[config.mk]
export PLATFORM = sky130hd
export DESIGN_NAME = ram_reader
export DESIGN_NICKNAME = d
export VERILOG_FILES = /design/src/rtl/ram_pkg.sv /design/src/rtl/ram_reader.sv
export SDC_FILE = /design/constraint.sdc
export NUM_CORES = 1
export LEC_CHECK = 0
export CORE_MARGIN = 5
export CORE_UTILIZATION = 33
export CTS_CLUSTER_SIZE = 12
export DETAILED_ROUTE_END_ITERATION = 6
export PLACE_DENSITY = 0.63
export SETUP_SLACK_MARGIN = 0.2
export SKIP_LAST_GASP = 1
export SYNTH_ARGS = -nofsm -noshare
export SYNTH_HDL_FRONTEND = slang
export SYNTH_SLANG_ARGS = --single-unit
[constraint.sdc]
create_clock -name clk -period 1.7 [get_ports clk]
set_input_delay 0.34 -clock clk [delete_from_list [all_inputs] [get_ports clk]]
set_output_delay 0.34 -clock clk [all_outputs]
set_load 0.02 [all_outputs]
[src/rtl/ram_pkg.sv]
// rtl/ram_pkg.sv - shared RAM sizing defaults and ram_reader state encoding
package ram_pkg;

    localparam int WIDTH = 8;
    localparam int DEPTH = 8;

    typedef enum logic [1:0] {
        S_IDLE  = 2'd0,
        S_RUN   = 2'd1,
        S_FLUSH = 2'd2
    } state_t;

endpackage

[src/rtl/ram_reader.sv]
// rtl/ram_reader.sv - burst read engine streaming RAM bytes on a valid/ready output
// Optional RAM_READER_LAST_EN adds a registered last-byte flag alongside dout.
module ram_reader
    import ram_pkg::*;
#(
    parameter int width = WIDTH,
    parameter int depth = DEPTH
) (
    input  logic             clk,
    input  logic             rst,
    input  logic             start,
    input  logic [depth-1:0] add_s,
    input  logic [depth:0]   len,
    output logic             busy,
    output logic [depth-1:0] add_r,
    input  logic [width-1:0] ram_q,
    output logic [width-1:0] dout,
    output logic             dout_v,
    input  logic             dout_rdy,
    output logic             done
`ifdef RAM_READER_LAST_EN
    ,
    output logic             last
`endif
);

    localparam logic [depth:0] REM_ONE = (depth + 1)'(1);

    state_t           state_q, state_d;
    logic [depth-1:0] ptr_q, ptr_d;
    logic [depth:0]   rem_q, rem_d;
    logic [width-1:0] dout_q, dout_d;
    logic             dout_v_q, dout_v_d;
    logic             done_q, done_d;
    logic             load;
`ifdef RAM_READER_LAST_EN
    logic             last_q, last_d;
`endif

    // The output register refills whenever it is empty or being drained this edge.
    assign load = !dout_v_q || dout_rdy;

    always_comb begin
        state_d  = state_q;
        ptr_d    = ptr_q;
        rem_d    = rem_q;
        dout_d   = dout_q;
        dout_v_d = dout_v_q;
        done_d   = 1'b0;
`ifdef RAM_READER_LAST_EN
        last_d   = last_q;
`endif
        case (state_q)
            S_IDLE: begin
                if (start) begin
                    if (len != '0) begin
                        ptr_d   = add_s;
                        rem_d   = len;
                        state_d = S_RUN;
                    end else begin
                        done_d = 1'b1;
                    end
                end
            end
            S_RUN: begin
                if (load) begin
                    dout_d   = ram_q;
                    dout_v_d = 1'b1;
                    ptr_d    = ptr_q + 1'b1;
                    rem_d    = rem_q - 1'b1;
`ifdef RAM_READER_LAST_EN
                    last_d   = (rem_q == REM_ONE);
`endif
                    if (rem_q == REM_ONE) begin
                        state_d = S_FLUSH;
                    end
                end
            end
            S_FLUSH: begin
                if (dout_rdy) begin
                    dout_v_d = 1'b0;
                    done_d   = 1'b1;
`ifdef RAM_READER_LAST_EN
                    last_d   = 1'b0;
`endif
                    state_d  = S_IDLE;
                end
            end
            default: state_d = S_IDLE;
        endcase
    end

    always_ff @(posedge clk) begin
        if (rst) begin
            state_q  <= S_IDLE;
            ptr_q    <= '0;
            rem_q    <= '0;
            dout_q   <= '0;
            dout_v_q <= 1'b0;
            done_q   <= 1'b0;
`ifdef RAM_READER_LAST_EN
            last_q   <= 1'b0;
`endif
        end else begin
            state_q  <= state_d;
            ptr_q    <= ptr_d;
            rem_q    <= rem_d;
            dout_q   <= dout_d;
            dout_v_q <= dout_v_d;
            done_q   <= done_d;
`ifdef RAM_READER_LAST_EN
            last_q   <= last_d;
`endif
        end
    end

    assign busy   = (state_q != S_IDLE);
    assign add_r  = ptr_q;
    assign dout   = dout_q;
    assign dout_v = dout_v_q;
    assign done   = done_q;
`ifdef RAM_READER_LAST_EN
    assign last   = last_q;
`endif

endmodule
==> results.ini <==
[final_layout]
synthToLayoutAreaGrowth_pct = 74.18
drive_gt1_frac = 0.3788
antenna_cells = 0
nets = 325

[pwr]
p_leak_nw = 1.153
peakVddDrop_v = 0.0003549
p_int_mw = 1.435
p_switching_mw = 0.6774
power_density_nw_per_um2 = 758.5
switching_share = 0.3207
pwr-share-comb = 0.342
p_clk_frac = 0.271
power_frac_seq = 0.387

[route]
routed_wl_um = 5697
antenna_left = 0
detail_route.vias_per_cell = 5.447
drtIter0Drc = 145
drc = 0
num_vias = 1961
first_pass_iters = 4
routedWlPerCell_um = 15.83

[sta]
setup_viol = 0
period_minus_slack_ns = 1.638
skew_ns = 0.003308
hold_viol = 0
rsz0062_at_grt = true
fin_crit_sh = 0.9633
tns_ns = 0
tightest_slew_ns = 0.3724
max_freq_mhz = 610.6
holdWs_ns = 0.4507
relSlewSlack = 0.7485
slew_viol_final = 0

[setup_path]
end_kind = flip-flop
critPathMaxStageDelay_ns = 0.55
reg2reg_slack_ns = 0.06
arrival_ns = 1.87
reg2reg_depth = 4
crit_slowest_cell = or4_4
path_cells = or4_4, or4b_1, nand3_1, a32o_1
r2r_end = rem_q[7]
crit_fanout = 3
cp_data_required_time_ns = 1.93
worstReg2RegStart = rem_q[2]
start_kind = flip-flop
critPathKind = flip-flop to flip-flop

[synthesis]
synthArstFlopShare = 0
synthCells = 200
yosysWarnings = 0
netlist-cell-type-count = 45
synth_edf_count = 0
synth.cell_area_um2 = 1599
synth_seq_cells = 29
syn_avg_cell_area_um2 = 7.995
yosysSeqAreaShare = 0.3631
synthFlopType = dfxtp_1
synth.net_count = 232

[floorplan]
chipWidth_um = 79.61
die_area_um2 = 6338
num_rows = 25
die_y_um = 79.61
initial_core_util = 0.3385
core_um2 = 4723
pin_count = 48

[cts]
cts.htree.levels = 2
clock_sinks = 29
clock_path_buffers = 2
clk_pin_slew_ns = 0.06
root_buffer = clkbuf_8
numCtsBuffers = 5
insertion_delay_ns = 0.28
cts_tree = done

[hold_path]
holdPathEnd = dout[3]
hp-class = flip-flop to flip-flop
min-delay-start = dout[3]
hold_depth = 2

[grt]
grt_max_degree = 16
gr-total-overflow = 0
grt.total_usage = 0.1790
antenna_found_initial = 0
grt_pass1_wl_um = 8935
grt_pass1_vias = 1823

[placed_design]
dp_hpwl_um = 3470
globalplace.congestion = 0.8209
io_buffers = 47

[run_status]
outcome = complete, no violations

[run]
maxCapViolCount = 0

-- final cells by class --
type	instances	area, um^2
sequential	29	588.1
timing repair buffer	99	877.1
inverter	6	22.52
tap	67	83.83
clock buffer	7	86.33
fill	414	1938
multi-input combinational	152	1127
-- worst max path at each step --
stage	from	endpoint	slack (ns)	cells after the start
6_report	rem_q[2]	rem_q[7]	0.06	4
5_1_grt	rem_q[2]	rem_q[7]	0.001	4
4_1_cts	state_q[0]	busy	-0.001	3
3_5_place_dp	len[3]	add_r[5]	-0.53	5
3_3_place_gp	len[3]	add_r[5]	-0.54	5
2_1_floorplan	rem_q[1]	rem_q[7]	0.11	4
-- cells by family (layout without fill, tap and decap cells) --
family,count (synthesis),in the layout,share of synthesized area
AO/OA/AOI/OAI,61,62,0.2676
adder cells (fa/ha/maj),3,3,0.02348
buffers and inverters,21,112,0.06572
flip-flops,29,29,0.3631
multiplexers,1,1,0.006260
AND/OR/NAND/NOR,85,86,0.2739
-- worst max-delay path: cells and delay by family, from the launching register on --
kind / cells / cell delay [ns]
AND/OR/NAND/NOR: 3 / 1.12
flip-flops: 1 / 0.31
AO/OA/AOI/OAI: 1 / 0.15
-- power groups by stage --
stage,logic [mW],registers [mW],clock network [mW]
2_1_floorplan,0.290,0.851,0
3_3_place_gp,0.603,0.821,0
3_5_place_dp,0.605,0.823,0
4_1_cts,0.671,0.810,0.588
5_1_grt,0.777,0.824,0.612
6_report,0.723,0.817,0.573
-- cell usage after synthesis, types with 2 or more instances --
| master | n | share of area |
|---|---|---|
| a2111oi_0 | 2 | 0.011 |
| a211oi_1 | 9 | 0.042 |
| a21oi_1 | 16 | 0.050 |
| a311oi_1 | 3 | 0.016 |
| a31oi_1 | 8 | 0.031 |
| buf_2 | 3 | 0.0094 |
| buf_6 | 3 | 0.021 |
| clkbuf_1 | 9 | 0.021 |
| dfxtp_1 | 29 | 0.36 |
| ha_1 | 3 | 0.023 |
| inv_1 | 6 | 0.014 |
| nand2_1 | 33 | 0.077 |
| nand2b_1 | 4 | 0.016 |
| nand3_1 | 6 | 0.019 |
| nand4_1 | 4 | 0.016 |
| nor2_1 | 8 | 0.019 |
| nor2b_1 | 7 | 0.027 |
| nor3_1 | 5 | 0.016 |
| nor3b_1 | 2 | 0.0094 |
| nor4_1 | 4 | 0.016 |
| o21ai_0 | 5 | 0.016 |
| o31ai_1 | 2 | 0.0094 |
| o32ai_1 | 3 | 0.016 |
| o41ai_1 | 2 | 0.011 |
| or2_2 | 3 | 0.012 |
| or3b_2 | 2 | 0.011 |
-- state kept, by name (all words and copies together), names as in the netlist --
name	flops
dout_v	1
state_q	2
done	1
dout	8
add_r	8
rem_q	9
-- per-layer routing --
layer	up-vias	routed length [um]	track usage
met5	-	0	0
met1	931	2377	0.2439
met3	11	474	0.03386
met4	0	126	0.07388
met2	85	2718	0.2755
li1	934	-	-
-- timing repair --
action | in CTS | in global routing
cloned | 3 | 1
gates resized for setup | 65 | 25
hold endpoints to repair | 0 | 0
setup buffers | 11 | 3
setup endpoints to repair | 47 | 21
pin swaps | 14 | 14
hold buffers | 0 | 0
-- cell usage in the layout, fill, tap and decap left out, drive strengths merged, types with 2 or more instances in the layout --
master,instances
nor4,4
a211oi,10
a311oi,3
a211o,2
a2111oi,2
nand4,4
inv,6
a21oi,16
o32ai,3
nand3,6
or2,3
or3b,2
ha,3
nor3,5
o21ai,5
nor2b,7
clkbuf,8
clkdlybuf4s50,17
o31ai,2
nor2,10
o41ai,2
nor3b,2
a31oi,8
dfxtp,29
dlygate4sd2,28
nand2,33
nand2b,4
buf,52
-- through the flow --
| step | total power, mW | instances | setup WS (ns) | instance area, um^2 | util |
|---|---|---|---|---|---|
| after floorplan | 1.141 | 200 | 0.1069 | 1609 | - |
| after global placement | 1.424 | 335 | -0.5396 | 2364 | 0.5004 |
| after detailed placement | 1.427 | 335 | -0.5283 | 2364 | 0.5004 |
| after CTS | 2.069 | 356 | -0.001460 | 2673 | 0.5658 |
| after global routing | 2.213 | 360 | 0.001425 | 2785 | 0.5897 |
| final | 2.112 | 360 | 0.06236 | 2785 | 0.5897 |
No activity file was read; power rests on OpenSTA's default activity.
